<file path="src/rtl/uart_rx.sv">
// UART receiver: 2-flop synchronized RX_PIN, 8N1 deframing (LSB first), one-entry holding register.
// Optional macro UART_RX_PARITY_EN adds an even-parity bit between the data bits and the stop bit.
module uart_rx #(
    parameter int unsigned sysfreq  = 50000000,
    parameter int unsigned baudrate = 115200
) (
    input  logic       SYSCLK,
    input  logic       RSTN,
    input  logic       RX_PIN,
    output logic [7:0] DATA,
    output logic       DATA_READY,
    input  logic       READ,
    output logic       BUSY_FLAG,
    output logic       ERROR_FLAG,
    output logic       OVERRUN_FLAG,
    output logic       PARITY_ERR
);

    localparam int unsigned CNT_W         = 10;
    localparam int unsigned COUNTER_LIMIT = sysfreq / baudrate;
    localparam int unsigned HALF_LIMIT    = COUNTER_LIMIT / 2;
    localparam logic [CNT_W-1:0] BIT_END  = CNT_W'(COUNTER_LIMIT - 1);
    localparam logic [CNT_W-1:0] HALF_END = CNT_W'(HALF_LIMIT - 1);

`ifdef UART_RX_PARITY_EN
    typedef enum logic [2:0] {
        S_IDLE, S_START, S_DATA, S_PARITY, S_STOP, S_WAIT_IDLE
    } state_t;
`else
    typedef enum logic [2:0] {
        S_IDLE, S_START, S_DATA, S_STOP, S_WAIT_IDLE
    } state_t;
`endif

    state_t           state;
    logic             rx_meta;
    logic             rx_s;
    logic [CNT_W-1:0] cnt;
    logic [2:0]       bit_idx;
    logic [7:0]       shift;
`ifdef UART_RX_PARITY_EN
    logic             par_bad;
    logic             parity_err_q;
`endif

    // Two-flop synchronizer; idle-high reset value so a low line after reset reads as a start edge.
    always_ff @(posedge SYSCLK or negedge RSTN) begin
        if (!RSTN) begin
            rx_meta <= 1'b1;
            rx_s    <= 1'b1;
        end else begin
            rx_meta <= RX_PIN;
            rx_s    <= rx_meta;
        end
    end

    // Frame FSM with holding register; frame events below override the READ clears.
    always_ff @(posedge SYSCLK or negedge RSTN) begin
        if (!RSTN) begin
            state        <= S_IDLE;
            cnt          <= '0;
            bit_idx      <= '0;
            shift        <= '0;
            DATA         <= '0;
            DATA_READY   <= 1'b0;
            BUSY_FLAG    <= 1'b0;
            ERROR_FLAG   <= 1'b0;
            OVERRUN_FLAG <= 1'b0;
`ifdef UART_RX_PARITY_EN
            par_bad      <= 1'b0;
            parity_err_q <= 1'b0;
`endif
        end else begin
            if (READ) begin
                DATA_READY   <= 1'b0;
                ERROR_FLAG   <= 1'b0;
                OVERRUN_FLAG <= 1'b0;
`ifdef UART_RX_PARITY_EN
                parity_err_q <= 1'b0;
`endif
            end
            cnt <= cnt + CNT_W'(1);
            case (state)
                S_IDLE: begin
                    cnt <= '0;
                    if (!rx_s) begin
                        state     <= S_START;
                        BUSY_FLAG <= 1'b1;
                    end
                end
                S_START: begin
                    if (cnt == HALF_END) begin
                        cnt <= '0;
                        if (!rx_s) begin
                            state   <= S_DATA;
                            bit_idx <= '0;
                        end else begin
                            state     <= S_IDLE;
                            BUSY_FLAG <= 1'b0;
                        end
                    end
                end
                S_DATA: begin
                    if (cnt == BIT_END) begin
                        cnt            <= '0;
                        shift[bit_idx] <= rx_s;
                        bit_idx        <= bit_idx + 3'd1;
                        if (bit_idx == 3'd7) begin
`ifdef UART_RX_PARITY_EN
                            state <= S_PARITY;
`else
                            state <= S_STOP;
`endif
                        end
                    end
                end
`ifdef UART_RX_PARITY_EN
                S_PARITY: begin
                    if (cnt == BIT_END) begin
                        cnt     <= '0;
                        par_bad <= (^shift) ^ rx_s;
                        state   <= S_STOP;
                    end
                end
`endif
                S_STOP: begin
                    if (cnt == BIT_END) begin
                        cnt <= '0;
                        if (rx_s) begin
                            DATA       <= shift;
                            DATA_READY <= 1'b1;
                            if (DATA_READY && !READ) begin
                                OVERRUN_FLAG <= 1'b1;
                            end
`ifdef UART_RX_PARITY_EN
                            if (par_bad) begin
                                parity_err_q <= 1'b1;
                            end
`endif
                            state     <= S_IDLE;
                            BUSY_FLAG <= 1'b0;
                        end else begin
                            ERROR_FLAG <= 1'b1;
                            state      <= S_WAIT_IDLE;
                        end
                    end
                end
                S_WAIT_IDLE: begin
                    // Hold off until the line returns high so a break does not produce frames.
                    cnt <= '0;
                    if (rx_s) begin
                        state     <= S_IDLE;
                        BUSY_FLAG <= 1'b0;
                    end
                end
                default: begin
                    state     <= S_IDLE;
                    BUSY_FLAG <= 1'b0;
                    cnt       <= '0;
                end
            endcase
        end
    end

`ifdef UART_RX_PARITY_EN
    assign PARITY_ERR = parity_err_q;
`else
    assign PARITY_ERR = 1'b0;
`endif

endmodule

</file>
<file path="config.mk">
export PLATFORM = sky130hd
export DESIGN_NAME = uart_rx
export DESIGN_NICKNAME = d
export VERILOG_FILES = /design/src/rtl/uart_rx.sv
export SDC_FILE = /design/constraint.sdc
export NUM_CORES = 1
export LEC_CHECK = 0
export ABC_AREA = 1
export BUFFER_PORTS_ARGS = -buffer_cell sky130_fd_sc_hd__buf_2
export CAP_MARGIN = 10
export CORE_ASPECT_RATIO = 1.1
export CORE_MARGIN = 2
export CORE_UTILIZATION = 55
export CTS_CLUSTER_DIAMETER = 80
export DETAILED_ROUTE_END_ITERATION = 12
export GPL_TIMING_DRIVEN = 0
export PLACE_DENSITY = 0.75
export REMOVE_ABC_BUFFERS = 1
export SLEW_MARGIN = 20
export SYNTH_ARGS = -nofsm -noshare
export SYNTH_HDL_FRONTEND = slang
export SYNTH_SLANG_ARGS = --single-unit
</file>
<file path="constraint.sdc">
create_clock -name SYSCLK -period 1.59 [get_ports SYSCLK]
set_input_delay 0.159 -clock SYSCLK [delete_from_list [all_inputs] [get_ports SYSCLK]]
set_output_delay 0.159 -clock SYSCLK [all_outputs]
set_load 0.05 [all_outputs]
</file>
==> results.toml <==
[yosys]
yosysMostFrequentCell = "nand2_1"
syn_avg_cell_area_sq_um = 8.42
async_flop_share_pct = 100
synth.largest_area_cell = "dfrtp_1"
syn_area_sq_um = 1910
synth.yosys.seq_area_share_pct = 49.9
synthTopCellsByCount = "nand2_1 (59), dfrtp_1 (36), nand3_1 (28)"
ys_top_cells_by_area = "dfrtp_1 (47%), nand2_1 (12%), nand3_1 (7.3%), nor2_1 (5.1%), inv_1 (3.5%)"
ys.flop_type = "dfrtp_1"
synth_cell_types = 27
synth-edff-count = 0
ys_warn_count = 0
synth_cells = 227
synth_top_area_share_pct = 47.2
ys_ff_latch = 38

[floorplan]
row_count = 22
die-width_um = 60.2
die_h_um = 65.8
io_pins = 17
dieArea_sq_um = 3960
coreArea_sq_um = 3330
start_util_pct = 57.4

[timing]
rsz0062_at_grt = "yes"
finalCritPeriodShare_pct = 99.8
tns_ns = 0
setup_violations = 0
fin_crit_ns = 1.59
setup_slack_ns = 0.00390
worst_slew_margin_rel_pct = 45.4
finalHoldViolCount = 0
clock.fmax_mhz = 630
tightest_slew_ns = 0.819
drv_slew = 0
skew_ns = 0.0210

[cells_and_area]
drive_gt1_share_pct = 28.4
diodes = 0
nets = 269
final_cells = 309
final_area_sq_um = 2360
syn2layout_area_growth_pct = 23.3

[route]
wl_um = 3680
viasPerCell = 4.99
vias = 1542
firstDrtPassIters = 4
wl_per_cell_um = 11.9
drc = 0
drtIter0Drc = 81
ant_nets = 0

[grt]
grt-ovfl-total = 0
antenna_found_initial = 0
grt_pass1_wl_um = 6200
grtUsageTotal_pct = 20.9
grt_pass1_vias = 1467
grt_max_degree = 39

[power]
power_density_nw_per_um2 = 782
peakVddDrop_uv = 474
power.leakage_uw = 0.00118
power_uw = 1840

[worst_hold_path]
hp-class = "reg2reg"

[clock_network]
clk_latency_ns = 0.36
path_clk_slew_ns = 0.11
cts_buffer_depth = 2
cts_buffers = 5
cts_tree = "yes"
h-tree-depth = 2
cts_root_buf = "clkbuf_4"
cts.sinks = 38

[placement]
pre_cts_ws_ns = -0.0332
placed_cells = 287
placed_area_sq_um = 2030
port_buffers = 15
dp.final_hpwl_um = 2510
place.gp.congestion = 0.914

[setup_path]
slowest_stage = "dfrtp_2"
critical_path_class = "reg2reg"
cp.required_ns = 1.83
start_kind = "register"
end_kind = "register"
critical_path_arrival_ns = 1.82
path_max_fanout = 6
worstPathCellList = "inv_2, ha_2, nand2_2, nor2_4, nand3_4, nand2_4, a21oi_4, buf_4, inv_4, nor2_1"
critical_path.max_stage_delay_ns = 0.48

[run_status]
status = "completed"

[flow_run]
cap_violations = 0
## path summary, 6_finish.rpt
path | from | end | slack (ns) | depth (start not counted)
max | cnt[0] | cnt[4] | 0.004 | 10
min | rx_meta | rx_s | 0.36 | 0
max reg2reg | cnt[0] | cnt[4] | 0.004 | 10
min reg2reg | rx_meta | rx_s | 0.36 | 0
max in group asynchronous | RSTN | cnt[0] | 0.60 | 2
min in group asynchronous | RSTN | state[1] | 0.41 | 2
## cell usage in the layout (no fill, tap or decap), types with 6 or more instances in the layout
master   count
buf_4        8
dfrtp_1     34
inv_2        6
nor2_1      24
nand3_1     25
buf_2       15
inv_1       14
o21ai_1     10
xor2_1       6
nand2_1     57
## per-layer routing
metal | up-vias | global-route usage, % | wire (um)
met3 | 8 | 4.70 | 108
met1 | 729 | 26.3 | 1580
met5 | - | 0 | 0
met2 | 25 | 33.7 | 1910
met4 | 0 | 9.72 | 80
li1 | 780 | - | -
## flip-flops by register name, summed over array words and instances, names as in the netlist
| name | count |
|---|---|
| cnt | 10 |
| DATA | 8 |
| shift | 8 |
| bit_idx | 3 |
| state | 3 |
| BUSY_FLAG | 1 |
| DATA_READY | 1 |
| ERROR_FLAG | 1 |
| OVERRUN_FLAG | 1 |
| rx_meta | 1 |
| rx_s | 1 |
## timing repair
| item | in CTS | in global routing |
|---|---|---|
| hold endpoints to repair | 38 | 0 |
| buffers inserted | 3 | 7 |
| cloned | 0 | 1 |
| pin swaps | 0 | 7 |
| setup endpoints to repair | 8 | 33 |
| gates resized for setup | 1 | 30 |
| hold buffers | 3 | 0 |
## worst max-delay path: cells and delay by family, from the launching register on
family,cells,cell delay (ns)
AND/OR/NAND/NOR,5,0.46
adder cells (fa/ha/maj),1,0.17
AO/OA/AOI/OAI,1,0.08
flip-flops,1,0.48
buffers and inverters,3,0.28
## per-stage QoR
step / hold WS (ns) / utilization (%)
6_report: 0.362 / 70.7
5_1_grt: 0.371 / 70.7
4_1_cts: 0.362 / 65.7
3_5_place_dp: 0.265 / 60.8
3_3_place_gp: 0.264 / 60.8
2_1_floorplan: -0.137 / -
## power breakdown
group | leakage, uW | switching [uW] | internal, uW
Clock | 0.0000554 | 333 | 492
Sequential | 0.000501 | 2.94 | 971
Combinational | 0.000624 | 32.7 | 11.1
## cell type report
class,instances,area [sq um]
Fill cell,274,975
Sequential cell,38,956
Multi-Input combinational cell,161,936
Timing Repair Buffer,28,188
Inverter,25,103
Clock inverter,3,68.8
Tap cell,48,60.1
Clock buffer,5,37.5
Timing Repair inverter,1,7.51
## kinds of logic after synthesis
kind of cell             synth area share (%)
XOR/XNOR                                 3.67
flip-flops                               49.9
AND/OR/NAND/NOR                          32.6
buffers and inverters                    5.96
adder cells (fa/ha/maj)                  3.27
AO/OA/AOI/OAI                            4.39
other                                   0.196
No activity file was read; power rests on OpenSTA's default activity.
